==> src/rtl/regfile_write_arbiter_pkg.sv <==
// -----------------------------------------------------------------------------
// regfile_pkg
// Shared types and constants for the register-bank write arbiter:
//   DATA_W / REG_ADDR_W / NUM_REGS / ZERO_REG  - bank geometry
//   wb_req_t   - one writeback request {addr, data}
//   reg_mask_t - one bit per register (write enables, scoreboard)
//   rr_ptr_e   - which requester the round-robin pointer favours
// -----------------------------------------------------------------------------
package regfile_pkg;

   localparam int DATA_W     = 64;
   localparam int REG_ADDR_W = 5;
   localparam int NUM_REGS   = 32;

   typedef logic [REG_ADDR_W-1:0] reg_addr_t;
   typedef logic [DATA_W-1:0]     reg_data_t;
   typedef logic [NUM_REGS-1:0]   reg_mask_t;

   // Hardwired-zero register: writes to it are dropped, it is never busy.
   localparam reg_addr_t ZERO_REG = 5'd31;

   typedef struct packed {
      reg_addr_t addr;
      reg_data_t data;
   } wb_req_t;

   typedef enum logic {
      PTR_A = 1'b0,
      PTR_B = 1'b1
   } rr_ptr_e;

   function automatic reg_mask_t reg_onehot(input reg_addr_t addr);
      reg_onehot = reg_mask_t'(1) << addr;
   endfunction

endpackage

==> src/rtl/regfile_write_arbiter_if.sv <==
// -----------------------------------------------------------------------------
// regfile_write_arbiter_if
// Bundles every non-clock/reset signal of the write arbiter.
//   decode side   : reserve_valid, reserve_addr (in), busy (out)
//   requester A   : a_valid, a_addr, a_data (in), a_ready (out)  - ALU writeback
//   requester B   : b_valid, b_addr, b_data (in), b_ready (out)  - load return
//   bank side     : wr_en, wr_data (out, registered)
//   status        : last_grant (out)
//   REGFILE_WB_BYPASS_EN adds byp_valid, byp_addr, byp_data (out).
// modport slave is the arbiter, modport master is the surrounding pipeline.
// -----------------------------------------------------------------------------
interface regfile_write_arbiter_if;
   import regfile_pkg::*;

   logic      reserve_valid;
   reg_addr_t reserve_addr;

   logic      a_valid;
   logic      a_ready;
   reg_addr_t a_addr;
   reg_data_t a_data;

   logic      b_valid;
   logic      b_ready;
   reg_addr_t b_addr;
   reg_data_t b_data;

   reg_mask_t wr_en;
   reg_data_t wr_data;
   reg_mask_t busy;
   logic      last_grant;

`ifdef REGFILE_WB_BYPASS_EN
   logic      byp_valid;
   reg_addr_t byp_addr;
   reg_data_t byp_data;
`endif

   modport slave (
`ifdef REGFILE_WB_BYPASS_EN
      output byp_valid, byp_addr, byp_data,
`endif
      input  reserve_valid, reserve_addr,
      input  a_valid, a_addr, a_data,
      input  b_valid, b_addr, b_data,
      output a_ready, b_ready,
      output wr_en, wr_data, busy, last_grant
   );

   modport master (
`ifdef REGFILE_WB_BYPASS_EN
      input  byp_valid, byp_addr, byp_data,
`endif
      output reserve_valid, reserve_addr,
      output a_valid, a_addr, a_data,
      output b_valid, b_addr, b_data,
      input  a_ready, b_ready,
      input  wr_en, wr_data, busy, last_grant
   );

endinterface

==> src/rtl/regfile_write_arbiter_rr_arbiter2.sv <==
// -----------------------------------------------------------------------------
// rr_arbiter2
// Two-way round-robin grant with a same-address override.
//   clk, reset       : clock, asynchronous active-low reset
//   i_a_valid        : requester A wants the write port
//   i_b_valid        : requester B wants the write port
//   i_same_addr      : both target the same register -> B (older load) wins
//   o_grant_a/_b     : combinational grants, at most one high, low in reset
//   o_last_grant     : winner of the most recent different-address contention
// The pointer only moves on a different-address contention; single requests
// and same-address collisions leave it alone.
// -----------------------------------------------------------------------------
module rr_arbiter2
   import regfile_pkg::*;
(
   input  logic clk,
   input  logic reset,
   input  logic i_a_valid,
   input  logic i_b_valid,
   input  logic i_same_addr,
   output logic o_grant_a,
   output logic o_grant_b,
   output logic o_last_grant
);

   rr_ptr_e r_ptr;
   rr_ptr_e w_ptr_next;
   logic    r_last_grant;
   logic    w_last_grant_next;

   // NOTE: sequential state uses non-blocking assignments so every flop
   // samples the pre-edge value of its inputs regardless of block ordering.
   always_ff @(posedge clk or negedge reset) begin
      if (!reset) begin
         r_ptr        <= PTR_A;
         r_last_grant <= 1'b0;
      end else begin
         r_ptr        <= w_ptr_next;
         r_last_grant <= w_last_grant_next;
      end
   end

   // NOTE: every output of this block gets a default first, so no path
   // through the if/else tree can leave one unassigned and infer a latch.
   always_comb begin
      w_ptr_next        = r_ptr;
      w_last_grant_next = r_last_grant;
      o_grant_a         = 1'b0;
      o_grant_b         = 1'b0;
      // Grants are qualified with reset so no handshake completes while the
      // block is held in reset.
      if (reset) begin
         if (i_a_valid && i_b_valid) begin
            if (i_same_addr) begin
               o_grant_b = 1'b1;
            end else if (r_ptr == PTR_A) begin
               o_grant_a         = 1'b1;
               w_ptr_next        = PTR_B;
               w_last_grant_next = 1'b0;
            end else begin
               o_grant_b         = 1'b1;
               w_ptr_next        = PTR_A;
               w_last_grant_next = 1'b1;
            end
         end else if (i_a_valid) begin
            o_grant_a = 1'b1;
         end else if (i_b_valid) begin
            o_grant_b = 1'b1;
         end
      end
   end

   assign o_last_grant = r_last_grant;

endmodule

==> src/rtl/regfile_write_arbiter.sv <==
// -----------------------------------------------------------------------------
// regfile_write_arbiter
// Shares the single write port of the 32x64 register bank between ALU
// writeback (A) and load return (B), and keeps the RAW busy scoreboard.
//   clk   : rising-edge clock
//   reset : asynchronous active-low reset
//   bus   : regfile_write_arbiter_if.slave (requests, bank write, scoreboard)
// An accepted request in cycle N appears on wr_en/wr_data in N+1 and the busy
// bit of its register clears at the end of N+1, when the bank captures it.
// Optional feature macro: REGFILE_WB_BYPASS_EN adds a combinational forward
// (byp_valid/byp_addr/byp_data) of the transfer accepted in the current cycle.
// -----------------------------------------------------------------------------
module regfile_write_arbiter
   import regfile_pkg::*;
(
   input  logic                    clk,
   input  logic                    reset,
   regfile_write_arbiter_if.slave  bus
);

   wb_req_t   w_a_req;
   wb_req_t   w_b_req;
   wb_req_t   w_win_req;
   logic      w_grant_a;
   logic      w_grant_b;
   logic      w_accept;
   logic      w_commit;
   reg_mask_t w_set_mask;

   reg_mask_t r_wr_en;
   reg_data_t r_wr_data;
   reg_mask_t r_busy;

   assign w_a_req = '{addr: bus.a_addr, data: bus.a_data};
   assign w_b_req = '{addr: bus.b_addr, data: bus.b_data};

   rr_arbiter2 u_rr_arbiter2 (
      .clk          (clk),
      .reset        (reset),
      .i_a_valid    (bus.a_valid),
      .i_b_valid    (bus.b_valid),
      .i_same_addr  (bus.a_addr == bus.b_addr),
      .o_grant_a    (w_grant_a),
      .o_grant_b    (w_grant_b),
      .o_last_grant (bus.last_grant)
   );

   assign w_win_req = w_grant_b ? w_b_req : w_a_req;
   assign w_accept  = w_grant_a | w_grant_b;
   // A zero-register write still handshakes but never reaches the bank.
   assign w_commit  = w_accept && (w_win_req.addr != ZERO_REG);

   assign w_set_mask = (bus.reserve_valid && (bus.reserve_addr != ZERO_REG))
                       ? reg_onehot(bus.reserve_addr) : '0;

   // NOTE: wr_data is a single output register, not a storage array, so it is
   // reset to give the bank port a defined value; the bank itself is not.
   always_ff @(posedge clk or negedge reset) begin
      if (!reset) begin
         r_wr_en   <= '0;
         r_wr_data <= '0;
         r_busy    <= '0;
      end else begin
         r_wr_en <= w_commit ? reg_onehot(w_win_req.addr) : '0;
         if (w_accept) begin
            r_wr_data <= w_win_req.data;
         end
         // Clear by the write the bank captures at this edge, then set by a
         // new reservation so a same-edge reserve wins.
         r_busy <= (r_busy & ~r_wr_en) | w_set_mask;
      end
   end

   assign bus.a_ready = w_grant_a;
   assign bus.b_ready = w_grant_b;
   assign bus.wr_en   = r_wr_en;
   assign bus.wr_data = r_wr_data;
   assign bus.busy    = r_busy;

`ifdef REGFILE_WB_BYPASS_EN
   // Grants are already low during reset, so w_commit covers that case too.
   assign bus.byp_valid = w_commit;
   assign bus.byp_addr  = w_win_req.addr;
   assign bus.byp_data  = w_win_req.data;
`endif

endmodule

==> src/flat_wrapper.sv <==
// flat-port wrapper written by rule: the top's interface ports become plain ports
module regfile_write_arbiter_flat import regfile_pkg::*;
  (clk, reset, bus_reserve_valid, bus_reserve_addr, bus_a_valid, bus_a_addr, bus_a_data, bus_b_valid, bus_b_addr, bus_b_data, bus_a_ready, bus_b_ready, bus_wr_en, bus_wr_data, bus_busy, bus_last_grant);
  regfile_write_arbiter_if bus_i ();
  input  logic clk;
  input  logic reset;
  input wire logic [$bits(bus_i.reserve_valid)-1:0] bus_reserve_valid;
  input wire logic [$bits(bus_i.reserve_addr)-1:0] bus_reserve_addr;
  input wire logic [$bits(bus_i.a_valid)-1:0] bus_a_valid;
  input wire logic [$bits(bus_i.a_addr)-1:0] bus_a_addr;
  input wire logic [$bits(bus_i.a_data)-1:0] bus_a_data;
  input wire logic [$bits(bus_i.b_valid)-1:0] bus_b_valid;
  input wire logic [$bits(bus_i.b_addr)-1:0] bus_b_addr;
  input wire logic [$bits(bus_i.b_data)-1:0] bus_b_data;
  output wire logic [$bits(bus_i.a_ready)-1:0] bus_a_ready;
  output wire logic [$bits(bus_i.b_ready)-1:0] bus_b_ready;
  output wire logic [$bits(bus_i.wr_en)-1:0] bus_wr_en;
  output wire logic [$bits(bus_i.wr_data)-1:0] bus_wr_data;
  output wire logic [$bits(bus_i.busy)-1:0] bus_busy;
  output wire logic [$bits(bus_i.last_grant)-1:0] bus_last_grant;
  assign bus_i.reserve_valid = bus_reserve_valid;
  assign bus_i.reserve_addr = bus_reserve_addr;
  assign bus_i.a_valid = bus_a_valid;
  assign bus_i.a_addr = bus_a_addr;
  assign bus_i.a_data = bus_a_data;
  assign bus_i.b_valid = bus_b_valid;
  assign bus_i.b_addr = bus_b_addr;
  assign bus_i.b_data = bus_b_data;
  assign bus_a_ready = bus_i.a_ready;
  assign bus_b_ready = bus_i.b_ready;
  assign bus_wr_en = bus_i.wr_en;
  assign bus_wr_data = bus_i.wr_data;
  assign bus_busy = bus_i.busy;
  assign bus_last_grant = bus_i.last_grant;
  regfile_write_arbiter u_core (.clk(clk), .reset(reset), .bus(bus_i));
endmodule
==> config.mk <==
export PLATFORM = sky130hd
export DESIGN_NAME = regfile_write_arbiter_flat
export DESIGN_NICKNAME = d
export VERILOG_FILES = /design/src/rtl/regfile_write_arbiter_pkg.sv /design/src/rtl/regfile_write_arbiter_if.sv /design/src/rtl/regfile_write_arbiter_rr_arbiter2.sv /design/src/rtl/regfile_write_arbiter.sv /design/src/flat_wrapper.sv
export SDC_FILE = /design/constraint.sdc
export NUM_CORES = 1
export LEC_CHECK = 0
export CAP_MARGIN = 10
export CORE_MARGIN = 5
export CORE_UTILIZATION = 33
export DETAILED_ROUTE_END_ITERATION = 6
export PLACE_DENSITY_LB_ADDON = 0.12
export SYNTH_ARGS = -nofsm -noshare
export SYNTH_HDL_FRONTEND = slang
export SYNTH_SLANG_ARGS = --single-unit
==> constraint.sdc <==
create_clock -name clk -period 2.07 [get_ports clk]
set_input_delay 0.414 -clock clk [delete_from_list [all_inputs] [get_ports clk]]
set_output_delay 0.414 -clock clk [all_outputs]
set_load 0.005 [all_outputs]
==> flow_metrics.env <==
export IMPL_clock_sinks=130
export IMPL_clk_path_buf_depth=2
export IMPL_slew_viol_final=0
export IMPL_worst_pin_slew_ns=0.715
export IMPL_tritoncts="yes"
export IMPL_crit_chain="clkdlybuf4s50_1 -> and2_4 -> a31oi_4 -> inv_2 -> dlygate4sd2_1"
export IMPL_cap_viol_max_count=0
export IMPL_total_power_mw=8.59
export IMPL_fin_nets=1061
export IMPL_first_iter_violations=241
export IMPL_clockRootBuffer="clkbuf_16"
export IMPL_place_congestion=0.854
export IMPL_die_w_um=142
export IMPL_initial_utilization_pct=33.3
export IMPL_pin_count=279
export IMPL_drc_errors=0
export IMPL_area_growth_pct=66.1
export IMPL_holdBufCountCts=0
export IMPL_drt_antenna_violating_nets=0
export IMPL_antenna_found_initial=1
export IMPL_finalHoldViolCount=0
export IMPL_grt_pass1_vias=5675
export IMPL_io_buffer_count=278
export IMPL_cp_slowest_stage_delay_ns=0.45
export IMPL_rows=48
export IMPL_power_leakage_nw=4.19
export IMPL_grt_max_degree=129
export IMPL_async_reset_ff_share_pct=100
export IMPL_path_clk_slew_ns=0.06
export IMPL_setup_viol=0
export IMPL_worstPathRequired_ns=1.66
export IMPL_core_um2=17200
export IMPL_vias=5550
export IMPL_synth_cells=628
export IMPL_grt_pass1_wl_um=30200
export IMPL_cp_arrival_ns=1.57
export IMPL_finClkSkew_ns=0.00629
export IMPL_worstSetupPathType="input port to output port"
export IMPL_max_vdd_ir_drop_v=0.000582
export IMPL_num_fill_cells=1594
export IMPL_synth_cell_types=37
export IMPL_wl_per_cell_um=16.7
export IMPL_cp_slowest_cell="clkdlybuf4s50_1"
export IMPL_slew_headroom_pct=52.3
export IMPL_cts_buffers=17
export IMPL_synthFlopType="dfrtp_1"
export IMPL_end_kind="output port"
export IMPL_die_height_um=142
export IMPL_h_tree_depth=4
export IMPL_period_minus_slack_ns=1.98
export IMPL_grt_use_total_pct=19.2
export IMPL_syn_nets=776
export IMPL_dp_hpwl_um=14500
export IMPL_vias_per_cell=4.82
export IMPL_yosysSeqAreaShare_pct=56.8
export IMPL_worstSetupStartpointType="input port"
export IMPL_syn_area_um2=5730
export IMPL_finalCritPeriodShare_pct=95.8
export IMPL_hold_path_class="input port to async pin"
export IMPL_yosysWarnings=0
export IMPL_grt_overflow_total=0
export IMPL_post_place_ws_ns=-0.527
export IMPL_path_max_fanout=3
export IMPL_outcome="finished, final reports clean"
export IMPL_synth_enable_flop_cells=0
export IMPL_ys_ff_latch=130
export IMPL_drt_pass1_iterations=5
export IMPL_drive_above_1_share_pct=8.53
export IMPL_p_per_area_nw_per_um2=903
export IMPL_clk_latency_ns=0.41
export IMPL_holdWs_ns=0.0751
export IMPL_dieArea_um2=20100
export IMPL_utilization_pct=55.4
export IMPL_max_freq_mhz=504
export IMPL_wl_um=19300
export IMPL_syn_area_per_cell_um2=9.12
export IMPL_setup_ws_ns=0.0860
==> per-layer routing <==
metal / track usage [%] / routed length [um] / vias to the layer above
li1: - / - / 2679
met1: 22.8 / 7610 / 2595
met2: 30.6 / 9150 / 235
met3: 7.95 / 1940 / 41
met4: 8.28 / 567 / 0
met5: 0 / 0 / -
==> cells by family after synthesis <==
| group | count (synthesis) | share of synthesized area (%) |
|---|---|---|
| other | 1 | 0.0655 |
| AO/OA/AOI/OAI | 109 | 12.5 |
| flip-flops | 130 | 56.8 |
| XOR/XNOR | 6 | 0.918 |
| buffers and inverters | 78 | 6.36 |
| AND/OR/NAND/NOR | 291 | 21.1 |
| multiplexers | 13 | 2.29 |
==> area by class of cell <==
type / instances / area (um2) / area share (%)
clock inverter: 13 / 184 / 1.93
timing repair buffer: 310 / 3060 / 32.2
tap: 225 / 282 / 2.96
antenna: 1 / 2.50 / 0.0263
multi-input combinational: 420 / 2160 / 22.7
clock buffer: 19 / 443 / 4.66
inverter: 34 / 128 / 1.34
sequential: 130 / 3250 / 34.2
==> cells in the mapped netlist (3+ instances only) <==
master | count | area (um2)
o22ai_1 | 31 | 194
nand3_1 | 6 | 30.0
inv_1 | 33 | 124
nand2b_1 | 9 | 56.3
nor2_1 | 103 | 387
nor4_1 | 3 | 18.8
or4_1 | 3 | 22.5
nor3_1 | 12 | 60.1
mux2i_1 | 12 | 120
clkbuf_1 | 19 | 71.3
a41o_1 | 3 | 30.0
buf_2 | 12 | 60.1
nor2b_1 | 5 | 31.3
xor2_1 | 6 | 52.6
dfrtp_1 | 130 | 3250
a31oi_1 | 64 | 400
buf_4 | 11 | 82.6
nand2_1 | 141 | 529
==> report_power, final <==
| part | total [mW] | internal (mW) | leakage, nW | switching [mW] |
|---|---|---|---|---|
| Sequential | 3.20 | 2.96 | 1.52 | 0.236 |
| Clock | 3.19 | 2.05 | 0.299 | 1.14 |
| Combinational | 2.21 | 1.33 | 2.37 | 0.883 |
| Total | 8.59 | 6.33 | 4.19 | 2.26 |
==> worst max-delay path: cells and delay by family <==
kind	cells	cell delay, ns
AO/OA/AOI/OAI	1	0.19
AND/OR/NAND/NOR	1	0.18
buffers and inverters	3	0.79
==> stage by stage <==
step                      std cells  cell area (um2)  setup TNS (ns)
after floorplan                 628             5730               0
after global placement         1117             8840          -24.58
after detailed placement       1117             8840          -29.18
after CTS                      1151             9490               0
after global routing           1152             9510        -0.00553
final                          1152             9510               0
==> flip-flops by register name, summed over array words and instances, names as in the netlist <==
| signal | count |
|---|---|
| u_core.bus.wr_data | 64 |
| u_core.u_rr_arbiter2.o_last_grant | 1 |
| u_core.u_rr_arbiter2.r_ptr | 1 |
| u_core.bus.busy | 32 |
| u_core.bus.wr_en | 32 |
==> final timing paths <==
kind / startpoint / to / slack (ns) / depth (start not counted)
setup reg to reg: u_core.u_rr_arbiter2.r_ptr$_DFFE_PN0P_ / u_core.bus.wr_en[8]$_DFF_PN0_ / 0.24 / 8
hold reg to reg: u_core.bus.wr_en[31]$_DFF_PN0_ / u_core.bus.busy[31]$_DFF_PN0_ / 0.44 / 1
hold / removal: reset / u_core.bus.wr_data[59]$_DFFE_PN0P_ / 0.08 / 2
min in group clk: u_core.bus.wr_en[31]$_DFF_PN0_ / u_core.bus.busy[31]$_DFF_PN0_ / 0.44 / 1
setup / recovery: bus_b_valid / bus_b_ready / 0.09 / 5
max in group asynchronous: reset / u_core.bus.busy[12]$_DFF_PN0_ / 0.84 / 3
==> cell usage in the layout, fill, tap and decap left out, types with 3 or more instances in the layout <==
| cell | n |
|---|---|
| buf_4 | 28 |
| xor2_1 | 3 |
| nand3_1 | 6 |
| clkinv_2 | 3 |
| nand2b_1 | 9 |
| a31oi_1 | 64 |
| clkinvlp_4 | 3 |
| buf_12 | 4 |
| nor2_1 | 101 |
| dlygate4sd2_1 | 8 |
| nand2_1 | 141 |
| a41o_1 | 3 |
| nor2b_1 | 4 |
| clkdlybuf4s15_1 | 3 |
| clkdlybuf4s50_1 | 264 |
| or4_1 | 3 |
| clkbuf_16 | 17 |
| nor3_1 | 12 |
| xor2_2 | 3 |
| mux2i_1 | 12 |
| dfrtp_1 | 130 |
| inv_1 | 33 |
| bufinv_16 | 4 |
| nor4_1 | 3 |
| o22ai_1 | 31 |
==> what timing repair did <==
item                       in CTS  in global routing
setup endpoints to repair       2                  2
resized for setup              21                  7
buffers inserted                2                  0
pin swaps                       7                  3
Note: power is estimated with default switching activity, not from simulation.
